File: src/rtl/dff_mem_pkg.sv
// Shared types and helpers for the flop-based scratch RAM controller.
package dff_mem_pkg;

  localparam int BYTE_W = 8;

  typedef enum logic {
    CLEAR = 1'b0,
    IDLE  = 1'b1
  } state_t;

  // Even parity: the stored bit makes the total count of ones even.
  function automatic logic byte_parity(input logic [BYTE_W-1:0] b);
    return ^b;
  endfunction

endpackage

File: src/rtl/dff_ram_ctrl_if.sv
// Request/response bus of dff_ram_ctrl; master drives requests, slave answers.
interface dff_ram_ctrl_if #(
  parameter int DATA_W = 8,
  parameter int DEPTH  = 16
);
  localparam int ADDR_W = $clog2(DEPTH);
  localparam int NB     = DATA_W / 8;

  // A request transfers at a rising edge where req_valid && req_ready; the
  // master holds req_* stable while req_valid is high and not yet accepted.
  // rsp_valid is a one-cycle pulse per accepted read; rsp_rdata/rsp_err hold.
  logic              req_valid;
  logic              req_ready;
  logic              req_we;
  logic [ADDR_W-1:0] req_addr;
  logic [DATA_W-1:0] req_wdata;
  logic [NB-1:0]     req_be;
  logic              rsp_valid;
  logic [DATA_W-1:0] rsp_rdata;
  logic              rsp_err;

  modport master (
    output req_valid, req_we, req_addr, req_wdata, req_be,
    input  req_ready, rsp_valid, rsp_rdata, rsp_err
  );

  modport slave (
    input  req_valid, req_we, req_addr, req_wdata, req_be,
    output req_ready, rsp_valid, rsp_rdata, rsp_err
  );

endinterface

File: src/rtl/dff_ram_array.sv
// Flop storage with byte-enable write port and combinational read.
// DFF_RAM_PARITY_EN adds one even-parity bit per byte and a read-side check.
module dff_ram_array
  import dff_mem_pkg::*;
#(
  parameter int DATA_W = 8,
  parameter int DEPTH  = 16,
  parameter int ADDR_W = $clog2(DEPTH)
) (
  input  logic                     clk,
  input  logic                     we,
  input  logic [ADDR_W-1:0]        waddr,
  input  logic [DATA_W-1:0]        wdata,
  input  logic [DATA_W/BYTE_W-1:0] wbe,
  input  logic [ADDR_W-1:0]        raddr,
  output logic [DATA_W-1:0]        rdata,
  output logic                     rpar_err
);
  localparam int NB = DATA_W / BYTE_W;

  logic [DATA_W-1:0] mem [DEPTH];

  always_ff @(posedge clk) begin
    if (we) begin
      for (int i = 0; i < NB; i++) begin
        if (wbe[i]) mem[waddr][i*BYTE_W +: BYTE_W] <= wdata[i*BYTE_W +: BYTE_W];
      end
    end
  end

  assign rdata = mem[raddr];

`ifdef DFF_RAM_PARITY_EN
  logic [NB-1:0] par [DEPTH];

  // Untouched lanes keep their old parity, so this matches the merged word.
  always_ff @(posedge clk) begin
    if (we) begin
      for (int i = 0; i < NB; i++) begin
        if (wbe[i]) par[waddr][i] <= byte_parity(wdata[i*BYTE_W +: BYTE_W]);
      end
    end
  end

  always_comb begin
    rpar_err = 1'b0;
    for (int i = 0; i < NB; i++) begin
      if (byte_parity(rdata[i*BYTE_W +: BYTE_W]) != par[raddr][i]) rpar_err = 1'b1;
    end
  end
`else
  assign rpar_err = 1'b0;
`endif

endmodule

File: src/rtl/dff_ram_ctrl.sv
// Scratch RAM controller: clear sequencer, valid/ready request port and a
// registered read response. DFF_RAM_PARITY_EN enables per-byte parity checks.
module dff_ram_ctrl
  import dff_mem_pkg::*;
#(
  parameter int DATA_W = 8,
  parameter int DEPTH  = 16
) (
  input  logic           clk,
  input  logic           rst,
  input  logic           ena,
  input  logic           clear_start,
  output logic           busy,
  output state_t         dbg_state,
  dff_ram_ctrl_if.slave  bus
);
  localparam int ADDR_W = $clog2(DEPTH);
  localparam int NB     = DATA_W / BYTE_W;
  localparam logic [ADDR_W-1:0] LAST    = ADDR_W'(DEPTH - 1);
  localparam logic [ADDR_W:0]   DEPTH_X = (ADDR_W + 1)'(DEPTH);

  state_t            state_q, state_d;
  logic [ADDR_W-1:0] ptr_q, ptr_d;
  logic              in_range, accept, rd_accept;
  logic              mem_we, par_err;
  logic [ADDR_W-1:0] mem_waddr;
  logic [DATA_W-1:0] mem_wdata, mem_rdata;
  logic [NB-1:0]     mem_wbe;
  logic              rsp_valid_q, rsp_err_q;
  logic [DATA_W-1:0] rsp_rdata_q;

  assign in_range      = {1'b0, bus.req_addr} < DEPTH_X;
  assign bus.req_ready = (state_q == IDLE) && ena && !clear_start;
  assign accept        = bus.req_valid && bus.req_ready;
  assign rd_accept     = accept && !bus.req_we;
  assign busy          = (state_q == CLEAR);
  assign dbg_state     = state_q;

  always_ff @(posedge clk) begin
    if (rst) begin
      state_q <= CLEAR;
      ptr_q   <= '0;
    end else begin
      state_q <= state_d;
      ptr_q   <= ptr_d;
    end
  end

  always_comb begin
    state_d = state_q;
    ptr_d   = ptr_q;
    if (ena) begin
      case (state_q)
        CLEAR: begin
          ptr_d = ptr_q + ADDR_W'(1);
          if (ptr_q == LAST) begin
            state_d = IDLE;
            ptr_d   = '0;
          end
        end
        IDLE: begin
          if (clear_start) begin
            state_d = CLEAR;
            ptr_d   = '0;
          end
        end
        default: state_d = CLEAR;
      endcase
    end
  end

  // The sweep owns the write port while clearing; requests cannot be accepted then.
  always_comb begin
    mem_we    = 1'b0;
    mem_waddr = bus.req_addr;
    mem_wdata = bus.req_wdata;
    mem_wbe   = bus.req_be;
    if (state_q == CLEAR) begin
      mem_we    = ena;
      mem_waddr = ptr_q;
      mem_wdata = '0;
      mem_wbe   = '1;
    end else begin
      mem_we = accept && bus.req_we && in_range;
    end
  end

  dff_ram_array #(
    .DATA_W (DATA_W),
    .DEPTH  (DEPTH),
    .ADDR_W (ADDR_W)
  ) u_array (
    .clk      (clk),
    .we       (mem_we),
    .waddr    (mem_waddr),
    .wdata    (mem_wdata),
    .wbe      (mem_wbe),
    .raddr    (bus.req_addr),
    .rdata    (mem_rdata),
    .rpar_err (par_err)
  );

  always_ff @(posedge clk) begin
    if (rst) begin
      rsp_valid_q <= 1'b0;
      rsp_rdata_q <= '0;
      rsp_err_q   <= 1'b0;
    end else begin
      rsp_valid_q <= rd_accept;
      if (rd_accept) begin
        rsp_rdata_q <= in_range ? mem_rdata : '0;
        rsp_err_q   <= !in_range || par_err;
      end
    end
  end

  assign bus.rsp_valid = rsp_valid_q;
  assign bus.rsp_rdata = rsp_rdata_q;
  assign bus.rsp_err   = rsp_err_q;

endmodule

File: src/flat_wrapper.sv
// flat-port wrapper written by rule: the top's interface ports become plain ports
module dff_ram_ctrl_flat import dff_mem_pkg::*;
#(
  parameter int DATA_W = 8,
  parameter int DEPTH  = 16
)
  (clk, rst, ena, clear_start, busy, dbg_state, bus_req_valid, bus_req_we, bus_req_addr, bus_req_wdata, bus_req_be, bus_req_ready, bus_rsp_valid, bus_rsp_rdata, bus_rsp_err);
  dff_ram_ctrl_if #(.DATA_W(DATA_W), .DEPTH(DEPTH)) bus_i ();
  input  logic clk;
  input  logic rst;
  input  logic ena;
  input  logic clear_start;
  output logic busy;
  output state_t dbg_state;
  input wire logic [$bits(bus_i.req_valid)-1:0] bus_req_valid;
  input wire logic [$bits(bus_i.req_we)-1:0] bus_req_we;
  input wire logic [$bits(bus_i.req_addr)-1:0] bus_req_addr;
  input wire logic [$bits(bus_i.req_wdata)-1:0] bus_req_wdata;
  input wire logic [$bits(bus_i.req_be)-1:0] bus_req_be;
  output wire logic [$bits(bus_i.req_ready)-1:0] bus_req_ready;
  output wire logic [$bits(bus_i.rsp_valid)-1:0] bus_rsp_valid;
  output wire logic [$bits(bus_i.rsp_rdata)-1:0] bus_rsp_rdata;
  output wire logic [$bits(bus_i.rsp_err)-1:0] bus_rsp_err;
  assign bus_i.req_valid = bus_req_valid;
  assign bus_i.req_we = bus_req_we;
  assign bus_i.req_addr = bus_req_addr;
  assign bus_i.req_wdata = bus_req_wdata;
  assign bus_i.req_be = bus_req_be;
  assign bus_req_ready = bus_i.req_ready;
  assign bus_rsp_valid = bus_i.rsp_valid;
  assign bus_rsp_rdata = bus_i.rsp_rdata;
  assign bus_rsp_err = bus_i.rsp_err;
  dff_ram_ctrl #(.DATA_W(DATA_W), .DEPTH(DEPTH)) u_core (.clk(clk), .rst(rst), .ena(ena), .clear_start(clear_start), .busy(busy), .dbg_state(dbg_state), .bus(bus_i));
endmodule
File: config.mk
export PLATFORM = sky130hd
export DESIGN_NAME = dff_ram_ctrl_flat
export DESIGN_NICKNAME = d
export VERILOG_FILES = /design/src/rtl/dff_mem_pkg.sv /design/src/rtl/dff_ram_ctrl_if.sv /design/src/rtl/dff_ram_array.sv /design/src/rtl/dff_ram_ctrl.sv /design/src/flat_wrapper.sv
export SDC_FILE = /design/constraint.sdc
export NUM_CORES = 1
export LEC_CHECK = 0
export BUFFER_PORTS_ARGS = -buffer_cell sky130_fd_sc_hd__buf_2
export CAP_MARGIN = 20
export CORE_UTILIZATION = 45
export DETAILED_ROUTE_END_ITERATION = 10
export SLEW_MARGIN = 20
export SYNTH_ARGS = -nofsm -noshare
export SYNTH_HDL_FRONTEND = slang
export SYNTH_HIERARCHICAL = 1
export SYNTH_SLANG_ARGS = --single-unit
File: constraint.sdc
create_clock -name clk -period 2.9 [get_ports clk]
set_input_delay 0.29 -clock clk [delete_from_list [all_inputs] [get_ports clk]]
set_output_delay 0.29 -clock clk [all_outputs]
set_load 0.01 [all_outputs]
==> summary.md <==
| Metric | Value |
|---|---|
| Worst-skew pair later-pin latency | `0.42 ns` |
| CP bufs+invs | `2` |
| Yosys top cell area share | `66.0%` |
| Antenna diodes | `0` |
| Placer Congestion | `0.738` |
| Largest family of logic cells by synthesized area | `multiplexers` |
| Mux contribution to synthesized area | `15.4%` |
| Synth warn | `6` |
| RSZ-0062 raised after global routing | `no` |
| Slowest-stage cell, CP | `dfxtp_1` |
| Crit-path max cell delay | `0.46 ns` |
| Final wirelength | `11600 um` |
| Post-Layout Inst Area | `0.00672 sq mm` |
| Power Dens Cells | `628 mW/mm^2` |
| Dpl cell area | `0.00623 sq mm` |
| Via count | `3031` |
| Dpl hpwl | `7560 um` |
| Worst-Margin Slew | `0.664 ns` |
| Share of cells above drive strength 1 | `24.9%` |
| Setup TNS | `0 ns` |
| Die height | `116 um` |
| Io pins | `32` |
| Seq/Total Area, Yosys | `71.1%` |
| H-tree depth | `4` |
| Post CTS Setup Buffer Count | `0` |
| Core area | `0.0126 sq mm` |
| Post-synth cell types | `35` |
| Min-delay worst type | `input port to register` |
| Synth Register Bits | `143` |
| Num rows | `41` |
| Synth Flop Type | `edfxtp_1` |
| Longest Clk Path Bufs | `2` |
| Vias in the first global route | `3132` |
| I/O Buffers | `31` |
| Drt via density | `5.47` |
| Final Power | `0.00422 W` |
| CP most frequent cell | `buf_4` |
| Clock Skew | `0.0103 ns` |
| CTS tree | `yes` |
| Worst endpoint required time | `3.02 ns` |
| Synth top area cells | `edfxtp_1, mux4_2, mux4_1` |
| Post-cts hold buffer count | `0` |
| Top cells by count, synth | `edfxtp_1, nand2b_1, mux4_2` |
| Full die area | `0.0134 sq mm` |
| Crit start category | `register` |
| Lkg Pwr | `2.21 nW` |
| Crit path capture type | `register` |
| Mapped Area | `0.00582 sq mm` |
| Post_cts resized | `0` |
| FMAX | `501 MHz` |
| # setup viols final | `0` |
| Gr usage total | `19.6%` |
| Family with the most delay on the worst path | `flip-flops` |
| Status | `finished, final reports clean` |
| Xor and xnor area share after synthesis | `0%` |
| Starting Density | `46.2%` |
| Routed Antenna Nets | `0` |
| Synth Area in Adders | `0.215%` |
| Hold Violations, Final | `0` |
| Critical path, cell by cell | `buf_4 > mux2_2 > nand2b_1 > nor2_1 > buf_4` |
| Root Driver | `clkbuf_16` |
| Data arrival, critical path | `2.12 ns` |
| Post-synthesis simple-gate area fraction | `7.60%` |
| Max IR drop VDD | `0.446 mV` |
| Synthesized Nets | `336` |
| WL per Instance | `21.0 um` |
| Drt pass-1 iters | `5` |
| DRT iter0 DRCs | `353` |
| Final min period | `2.00 ns` |
| Die W | `116 um` |
| CTS sink cnt | `143` |
| Max-cap viol count | `0` |
| WHS | `0.148 ns` |
| Critical path class | `register to register` |
| Worst-path fanout max | `16` |
| Avg Synthesized Cell Area | `18.4 sq um` |
| Most frequent cell after synthesis | `edfxtp_1` |
| Initial antenna violation count | `0` |
| Yosys top cell by area | `edfxtp_1` |
| Post-synth EDFFs | `128` |
| First-pass GRT wire length | `18100 um` |
| Synthesized netlist cell count | `316` |
| Total gr overflow | `0` |
| Post-synthesis compound-gate area fraction | `3.29%` |
| Final slew viol count | `0` |
| Layout net count | `389` |
| Ys async rst share | `0%` |
| Residual DRC count | `0` |
| Clock Pin Slew Worst Setup and Hold Paths | `0.05 ns` |
| CTS Buf Count | `17` |
| Area Growth Syn to Fin | `15.4%` |
| Part of the cycle the worst path needs | `68.8%` |
| R2r setup slk | `0.90 ns` |
| Largest net degree at the start of global routing | `34` |
| Rel. slew slack | `55.7%` |
[cell type report]
cell class | instances | area [sq um]
Fill cell | 1020 | 5900
Sequential cell | 143 | 4140
Multi-Input combinational cell | 154 | 1550
Clock buffer | 22 | 444
Timing Repair Buffer | 50 | 310
Tap cell | 172 | 215
Clock inverter | 10 | 47.5
Inverter | 3 | 11.3
[cells in the final DEF (no fill, tap or decap), types with 4 or more instances in the layout]
master	count
clkinv_2	5
buf_4	18
dfxtp_1	15
mux2i_1	9
nor2_1	13
mux4_2	18
edfxtp_1	128
o21ai_0	5
a21oi_1	5
nand2b_1	22
nand2_1	13
buf_2	31
nor3_1	5
a22oi_1	16
clkinv_1	4
clkbuf_1	5
and2_1	9
mux4_1	14
clkbuf_16	17
[metal layers]
| metal | wire [um] | part of all wire, % | GRT usage [%] | vias up |
|---|---|---|---|---|
| met5 | 0 | 0 | 0 | - |
| met2 | 5590 | 48 | 29.9 | 120 |
| met1 | 5010 | 43 | 26.4 | 1519 |
| met3 | 812 | 7.0 | 5.33 | 16 |
| li1 | - | - | - | 1376 |
| met4 | 216 | 1.9 | 8.97 | 0 |
[kinds of logic after synthesis]
| family | count (synthesis) |
|---|---|
| mux | 44 |
| simple gates | 79 |
| fa+ha+maj | 1 |
| flops | 143 |
| compound gates | 29 |
| buf+inv | 19 |
| other cells | 1 |
[power breakdown]
group          leakage, nW  switching, W  total (W)  internal (W)
logic                0.756     0.0000886   0.000160     0.0000717
clock network        0.241      0.000753    0.00182       0.00107
registers             1.21    0.00000621    0.00224       0.00223
[registers in the layout, summed over array words and instances, names as in the netlist]
register and flops:
u_core/bus.rsp_err 1, u_core/bus.rsp_rdata 8, u_core/bus.rsp_valid 1, u_core/dbg_state 1
u_core/ptr_q 4, u_core/u_array/mem 128
[worst reg2reg max path, cell delays in order (launching register included)]
cell and delay [ns]:
dfxtp_1 0.46, buf_4 0.26, mux2_2 0.42, nand2b_1 0.25, nor2_1 0.13, buf_4 0.19
[metrics by stage]
step                utilization, %  cells  setup WS [ns]
global placement              49.4    522          0.719
detailed placement            49.4    522          0.721
finish                        53.3    554          0.905
CTS                           53.3    554          0.897
floorplan                        -    316          0.529
global route                  53.3    554          0.663
[path summary, 6_finish.rpt]
check,cells after the start,startpoint,endpoint
hold reg to reg,2,u_core/bus.rsp_rdata[7],u_core/bus.rsp_rdata[7]
hold / removal,2,ena,u_core/dbg_state
setup reg to reg,5,u_core/dbg_state,u_core/u_array/mem[5][2]
setup / recovery,5,u_core/dbg_state,u_core/u_array/mem[5][2]
No activity file was read; power rests on OpenSTA's default activity.
